==> src/rtl/seq_shift_add_mult.sv <==
// Unsigned WIDTH x WIDTH -> 2*WIDTH sequential shift-add multiplier with valid/ready handshakes.
// The partial-product accumulation uses a 4-bit-block carry-select adder (carry_select).

module carry_select #(
  parameter int WIDTH = 32
) (
  input  logic [WIDTH-1:0] a,
  input  logic [WIDTH-1:0] b,
  input  logic             cin,
  output logic [WIDTH-1:0] sum,
  output logic             cout
);
  localparam int BLOCKS = WIDTH / 4;

  logic [BLOCKS:0] carry;

  assign carry[0] = cin;

  // Each block precomputes both carry-in outcomes; the incoming carry only drives a mux.
  for (genvar g = 0; g < BLOCKS; g++) begin : g_blk
    logic [4:0] sum0;
    logic [4:0] sum1;

    assign sum0 = {1'b0, a[4*g +: 4]} + {1'b0, b[4*g +: 4]};
    assign sum1 = {1'b0, a[4*g +: 4]} + {1'b0, b[4*g +: 4]} + 5'd1;

    assign sum[4*g +: 4] = carry[g] ? sum1[3:0] : sum0[3:0];
    assign carry[g+1]    = carry[g] ? sum1[4]   : sum0[4];
  end

  assign cout = carry[BLOCKS];
endmodule

module seq_shift_add_mult #(
  parameter int WIDTH = 32
) (
  input  logic                 clk,
  input  logic                 rst_n,
  input  logic                 in_valid,
  output logic                 in_ready,
  input  logic [WIDTH-1:0]     a,
  input  logic [WIDTH-1:0]     b,
  output logic                 out_valid,
  input  logic                 out_ready,
  output logic [2*WIDTH-1:0]   product
);
  localparam int CW = $clog2(WIDTH);

  typedef enum logic [1:0] {
    IDLE = 2'd0,
    BUSY = 2'd1,
    DONE = 2'd2
  } state_t;

  state_t             state;
  state_t             state_next;
  logic [WIDTH-1:0]   mcand;
  logic [2*WIDTH-1:0] p;
  logic [2*WIDTH-1:0] p_next;
  logic [CW-1:0]      count;
  logic [WIDTH-1:0]   add_b;
  logic [WIDTH-1:0]   sum;
  logic               cout;
  logic               accept;
  logic               last;

  // in_ready is a register that is only set in IDLE, so accept implies IDLE.
  assign accept = in_valid && in_ready;
  assign last   = (count == CW'(WIDTH - 1));
  assign add_b  = p[0] ? mcand : '0;

  carry_select #(.WIDTH(WIDTH)) u_adder (
    .a    (p[2*WIDTH-1:WIDTH]),
    .b    (add_b),
    .cin  (1'b0),
    .sum  (sum),
    .cout (cout)
  );

  // The adder carry becomes the new MSB, so no result bit is lost.
  assign p_next = {cout, sum, p[WIDTH-1:1]};

  // NOTE: sequential state uses non-blocking assignments so every register samples pre-edge values.
  always_ff @(posedge clk) begin
    if (!rst_n) state <= IDLE;
    else        state <= state_next;
  end

  // NOTE: defaults first in always_comb so no path leaves an output unassigned (no latch).
  always_comb begin
    state_next = state;
    out_valid  = 1'b0;
    case (state)
      IDLE: if (accept) state_next = BUSY;
      BUSY: if (last)   state_next = DONE;
      DONE: begin
        out_valid = 1'b1;
        if (out_ready) state_next = IDLE;
      end
      default: state_next = IDLE;
    endcase
  end

  always_ff @(posedge clk) begin
    if (!rst_n) begin
      in_ready <= 1'b0;
      mcand    <= '0;
      p        <= '0;
      count    <= '0;
      product  <= '0;
    end else begin
      // Registered ready keeps in_valid off any combinational path to in_ready.
      in_ready <= (state_next == IDLE);
      case (state)
        IDLE: begin
          if (accept) begin
            mcand <= a;
            p     <= {{WIDTH{1'b0}}, b};
            count <= '0;
          end
        end
        BUSY: begin
          p     <= p_next;
          count <= count + CW'(1);
          if (last) product <= p_next;
        end
        default: ;
      endcase
    end
  end
endmodule
==> config.mk <==
export PLATFORM = sky130hd
export DESIGN_NAME = seq_shift_add_mult
export DESIGN_NICKNAME = d
export VERILOG_FILES = /design/src/rtl/seq_shift_add_mult.sv
export SDC_FILE = /design/constraint.sdc
export NUM_CORES = 1
export LEC_CHECK = 0
export ABC_CLOCK_PERIOD_IN_PS = 4100
export CORE_MARGIN = 2
export CORE_UTILIZATION = 49
export DETAILED_ROUTE_END_ITERATION = 12
export GPL_TIMING_DRIVEN = 1
export PLACE_DENSITY = 0.77
export SETUP_SLACK_MARGIN = 0.2
export SYNTH_ARGS = -nofsm -noshare
export SYNTH_HDL_FRONTEND = slang
export SYNTH_HIERARCHICAL = 1
export SYNTH_SLANG_ARGS = --single-unit
==> constraint.sdc <==
create_clock -name clk -period 4.1 [get_ports clk]
set_input_delay 0.82 -clock clk [delete_from_list [all_inputs] [get_ports clk]]
set_output_delay 0.82 -clock clk [all_outputs]
set_load 0.1 [all_outputs]
==> results of run 1 <==
-- state kept, by name, indices dropped and copies added, names as in the netlist --
register,flops
state,2
mcand,32
count,5
in_ready,1
p,64
product,64
-- metal layers --
layer	global-route usage (%)	up-vias	routed length (um)
met3	4.61	21	1080
met2	37.2	186	9850
met5	0	-	0
met1	30.7	3416	9400
li1	-	3556	-
met4	7.84	0	293
-- cell families (layout without fill, tap and decap cells) --
kind of cell / count (synthesis) / count (layout) / synth area share (%)
flip-flops: 168 / 168 / 40.6
other: 1 / 7 / 0.0452
multiplexers: 17 / 17 / 2.20
AO/OA/AOI/OAI: 243 / 243 / 20.9
buffers and inverters: 71 / 218 / 4.27
XOR/XNOR: 49 / 49 / 5.18
adder cells (fa/ha/maj): 50 / 50 / 8.27
AND/OR/NAND/NOR: 350 / 350 / 18.5
-- metrics by stage --
stage | cell area (um^2) | util (%) | setup WS (ns) | std cells | TNS, ns
2_1_floorplan | 8340 | - | -0.354 | 954 | -1.85
3_3_place_gp | 9920 | 59.8 | -0.240 | 1281 | -1.92
3_5_place_dp | 9920 | 59.8 | -0.326 | 1281 | -3.72
4_1_cts | 10600 | 64.0 | -0.210 | 1317 | -1.68
5_1_grt | 10700 | 64.6 | -0.557 | 1322 | -6.34
6_report | 10700 | 64.6 | -0.309 | 1322 | -2.14
-- worst min-delay path, delay by kind of cell (launching register included) --
family / cells / cell delay [ns]
flip-flops: 1 / 0.31
AO/OA/AOI/OAI: 1 / 0.05
AND/OR/NAND/NOR: 1 / 0.05
-- layout make-up --
| type | instances | area, um^2 | area share (%) |
|---|---|---|---|
| antenna | 1 | 2.50 | 0.0233 |
| clock buffer | 17 | 425 | 3.97 |
| clock inverter | 15 | 135 | 1.26 |
| inverter | 5 | 21.3 | 0.198 |
| multi-input combinational | 715 | 4800 | 44.8 |
| sequential | 168 | 3370 | 31.4 |
| tap | 220 | 275 | 2.57 |
| timing repair buffer | 181 | 1700 | 15.8 |
-- power groups by stage --
stage / Combinational [mW] / Clock, mW / Sequential, mW
finish: 0.361 / 1.54 / 1.73
floorplan: 0.241 / 0 / 1.76
global placement: 0.352 / 0 / 1.76
detailed placement: 0.356 / 0 / 1.76
global route: 0.394 / 1.62 / 1.73
CTS: 0.361 / 1.55 / 1.72
-- worst max path at each step --
stage	from	to	slack [ns]	cells after the start
after global placement	mcand[4]$_SDFFE_PN0P_	product[63]$_SDFFE_PN0P_	-0.24	17
after floorplan	p[0]$_SDFFE_PN0P_	p[60]$_SDFFE_PN0P_	-0.35	16
after detailed placement	p[0]$_SDFFE_PN0P_	product[63]$_SDFFE_PN0P_	-0.33	17
after global routing	mcand[4]$_SDFFE_PN0P_	p[63]$_SDFFE_PN0P_	-0.56	17
final	p[0]$_SDFFE_PN0P_	p[63]$_SDFFE_PN0P_	-0.31	18
after CTS	p[0]$_SDFFE_PN0P_	product[63]$_SDFFE_PN0P_	-0.21	17
-- placed cells by master (no fill, tap or decap), types with 7 or more instances in the layout --
| cell type | synthesis | layout |
|---|---|---|
| a21o_1 | 17 | 17 |
| a21oi_1 | 147 | 139 |
| a21oi_2 | 0 | 8 |
| a22o_1 | 34 | 34 |
| a311oi_2 | 28 | 28 |
| and2_1 | 34 | 33 |
| buf_4 | 0 | 47 |
| clkbuf_16 | 0 | 17 |
| clkdlybuf4s50_1 | 0 | 132 |
| dfxtp_1 | 168 | 166 |
| fa_1 | 8 | 7 |
| ha_1 | 42 | 41 |
| nand2_1 | 269 | 264 |
| nand4_1 | 13 | 13 |
| xnor2_1 | 32 | 25 |
| xor2_1 | 17 | 15 |
-- timing repair --
| action | in CTS | in global routing |
|---|---|---|
| pin swaps | 12 | 13 |
| gates cloned | 0 | 0 |
| gates resized for setup | 19 | 17 |
| setup buffers | 4 | 4 |
| setup endpoints to repair | 25 | 26 |
==> impl_metrics.toml, run 1 <==
[status]
status = "finished with violations"
violations = "setup timing"

[critical_path]
slowest_stage = "a221oi_2"
crit_chain = "buf_4, and2_1, ha_1, fa_1, a21oi_1, o21ai_0, nand4_1, a221oi_2, mux2i_2, mux2i_2, mux2i_2, mux2i_2, mux2i_2, buf_4, mux2i_1, xor2_1, buf_4, a22o_1"
regToRegStartpoint = "p[0]$_SDFFE_PN0P_"
required_ns = 4.43
path_class = "reg -> reg"
timing.reg2reg.worst_path_depth = 18
start_kind = "flip-flop"
slowest_delay_ns = 0.42
cp_common_cell = "mux2i_2"
r2r-end = "p[63]$_SDFFE_PN0P_"
ff2ff_setup_slack_ns = -0.31
critical_path_arrival_ns = 4.74
crit_fanout = 9
path_delay_family = "multiplexers"
cp-end-kind = "flip-flop"
crit_buf_inv = 3

[detailed_routing]
drt-total-wl_mm = 20.6
wl_per_cell_um = 15.6
via_per_inst = 5.43
ant_nets = 0
drtIter0Drc = 437
dr.pass1.iters = 4
drc_errors = 0
vias = 7179

[clock_network]
clk-insertion-delay-late_ns = 0.44
cts.sinks = 168
cts_root_buffer = "clkbuf_16"
cts_buffers = 17
clock_path_buffers = 2
ctsHoldBuffers = 0
clk_pin_slew_ns = 0.07
cts_tree = "built"
cts_max_level = 4

[power_and_ir_drop]
switchingPower_uw = 981
power_mw = 3.62
swShare_pct = 27.1
peakVddDrop_mv = 0.315
intPower_mw = 2.64
powerDensity_nw_per_um2 = 338
p_seq_share_pct = 47.6
total_leakage_power_nw = 4.31
pwr-share-comb_pct = 9.9
clkPwrFrac_pct = 42.4

[sta]
maxSlewHeadroom_pct = 30.6
hold_violations = 0
fmax_mhz = 227
period_share_pct = 108
layout_setup_ws_ns = -0.309
slew_viol_final = 0
period_needed_ns = 4.41
hold_slack_ns = 0.451
finalSetupViolCount = 16
finClkSkew_ns = 0.0139
rsz0062_at_grt = "true"
worstMarginPinSlew_ns = 1.04

[hold_path]
min_from = "mcand[31]$_SDFFE_PN0P_"
hold_end = "mcand[31]$_SDFFE_PN0P_"
worstHoldPathCells = 2
hp-class = "reg -> reg"

[floorplan]
die_y_um = 134
fp.dieW_um = 134
ios = 134
row_count = 47
dieArea_um2 = 18000
start_util_pct = 50.0
core_um2 = 16600

[global_route]
grt_pass1_wl_mm = 33.4
grt.overflow.total = 0
grt.total_usage_pct = 22.9
grt_max_degree = 71
antenna_found_initial = 1
grt_pass1_vias = 6753

[logic_synthesis]
yosysWarnings = 6
ys_seq_elements = 168
synth_area_leaders = "dfxtp_1 41%, nand2_1 12%, a21oi_1 8.9%"
yosysTopAreaCell = "dfxtp_1"
synth.most_common_cell = "nand2_1"
synthCells = 949
synthArstFlopShare_pct = 0
yosys.cell_types.count = 51
synth_common_cells = "269 x nand2_1, 168 x dfxtp_1, 147 x a21oi_1"
synth_edf_count = 0
seq_area_frac_synth_pct = 40.6
synth.top_cell.area_share_pct = 40.6
avgSynthCellArea_um2 = 8.74
synth.cell_area_um2 = 8290
synth-main-ff-cell = "dfxtp_1"

[job]
cap_violations = 0

[layout]
fill_cells = 1409
final_nets = 1206
area_growth_pct = 29.3
layout-drive-gt1-share_pct = 14.7

[placement]
place_congestion = 0.839
dp_hpwl_mm = 13.5
io_buffer_count = 133
Note: power is estimated with default switching activity, not from simulation.
==> run 2: changes to the inputs <==
- SLEW_MARGIN: default -> 0
==> results of run 2 <==
Same layout as run 1: the final DEF is identical, and so are final timing and power.
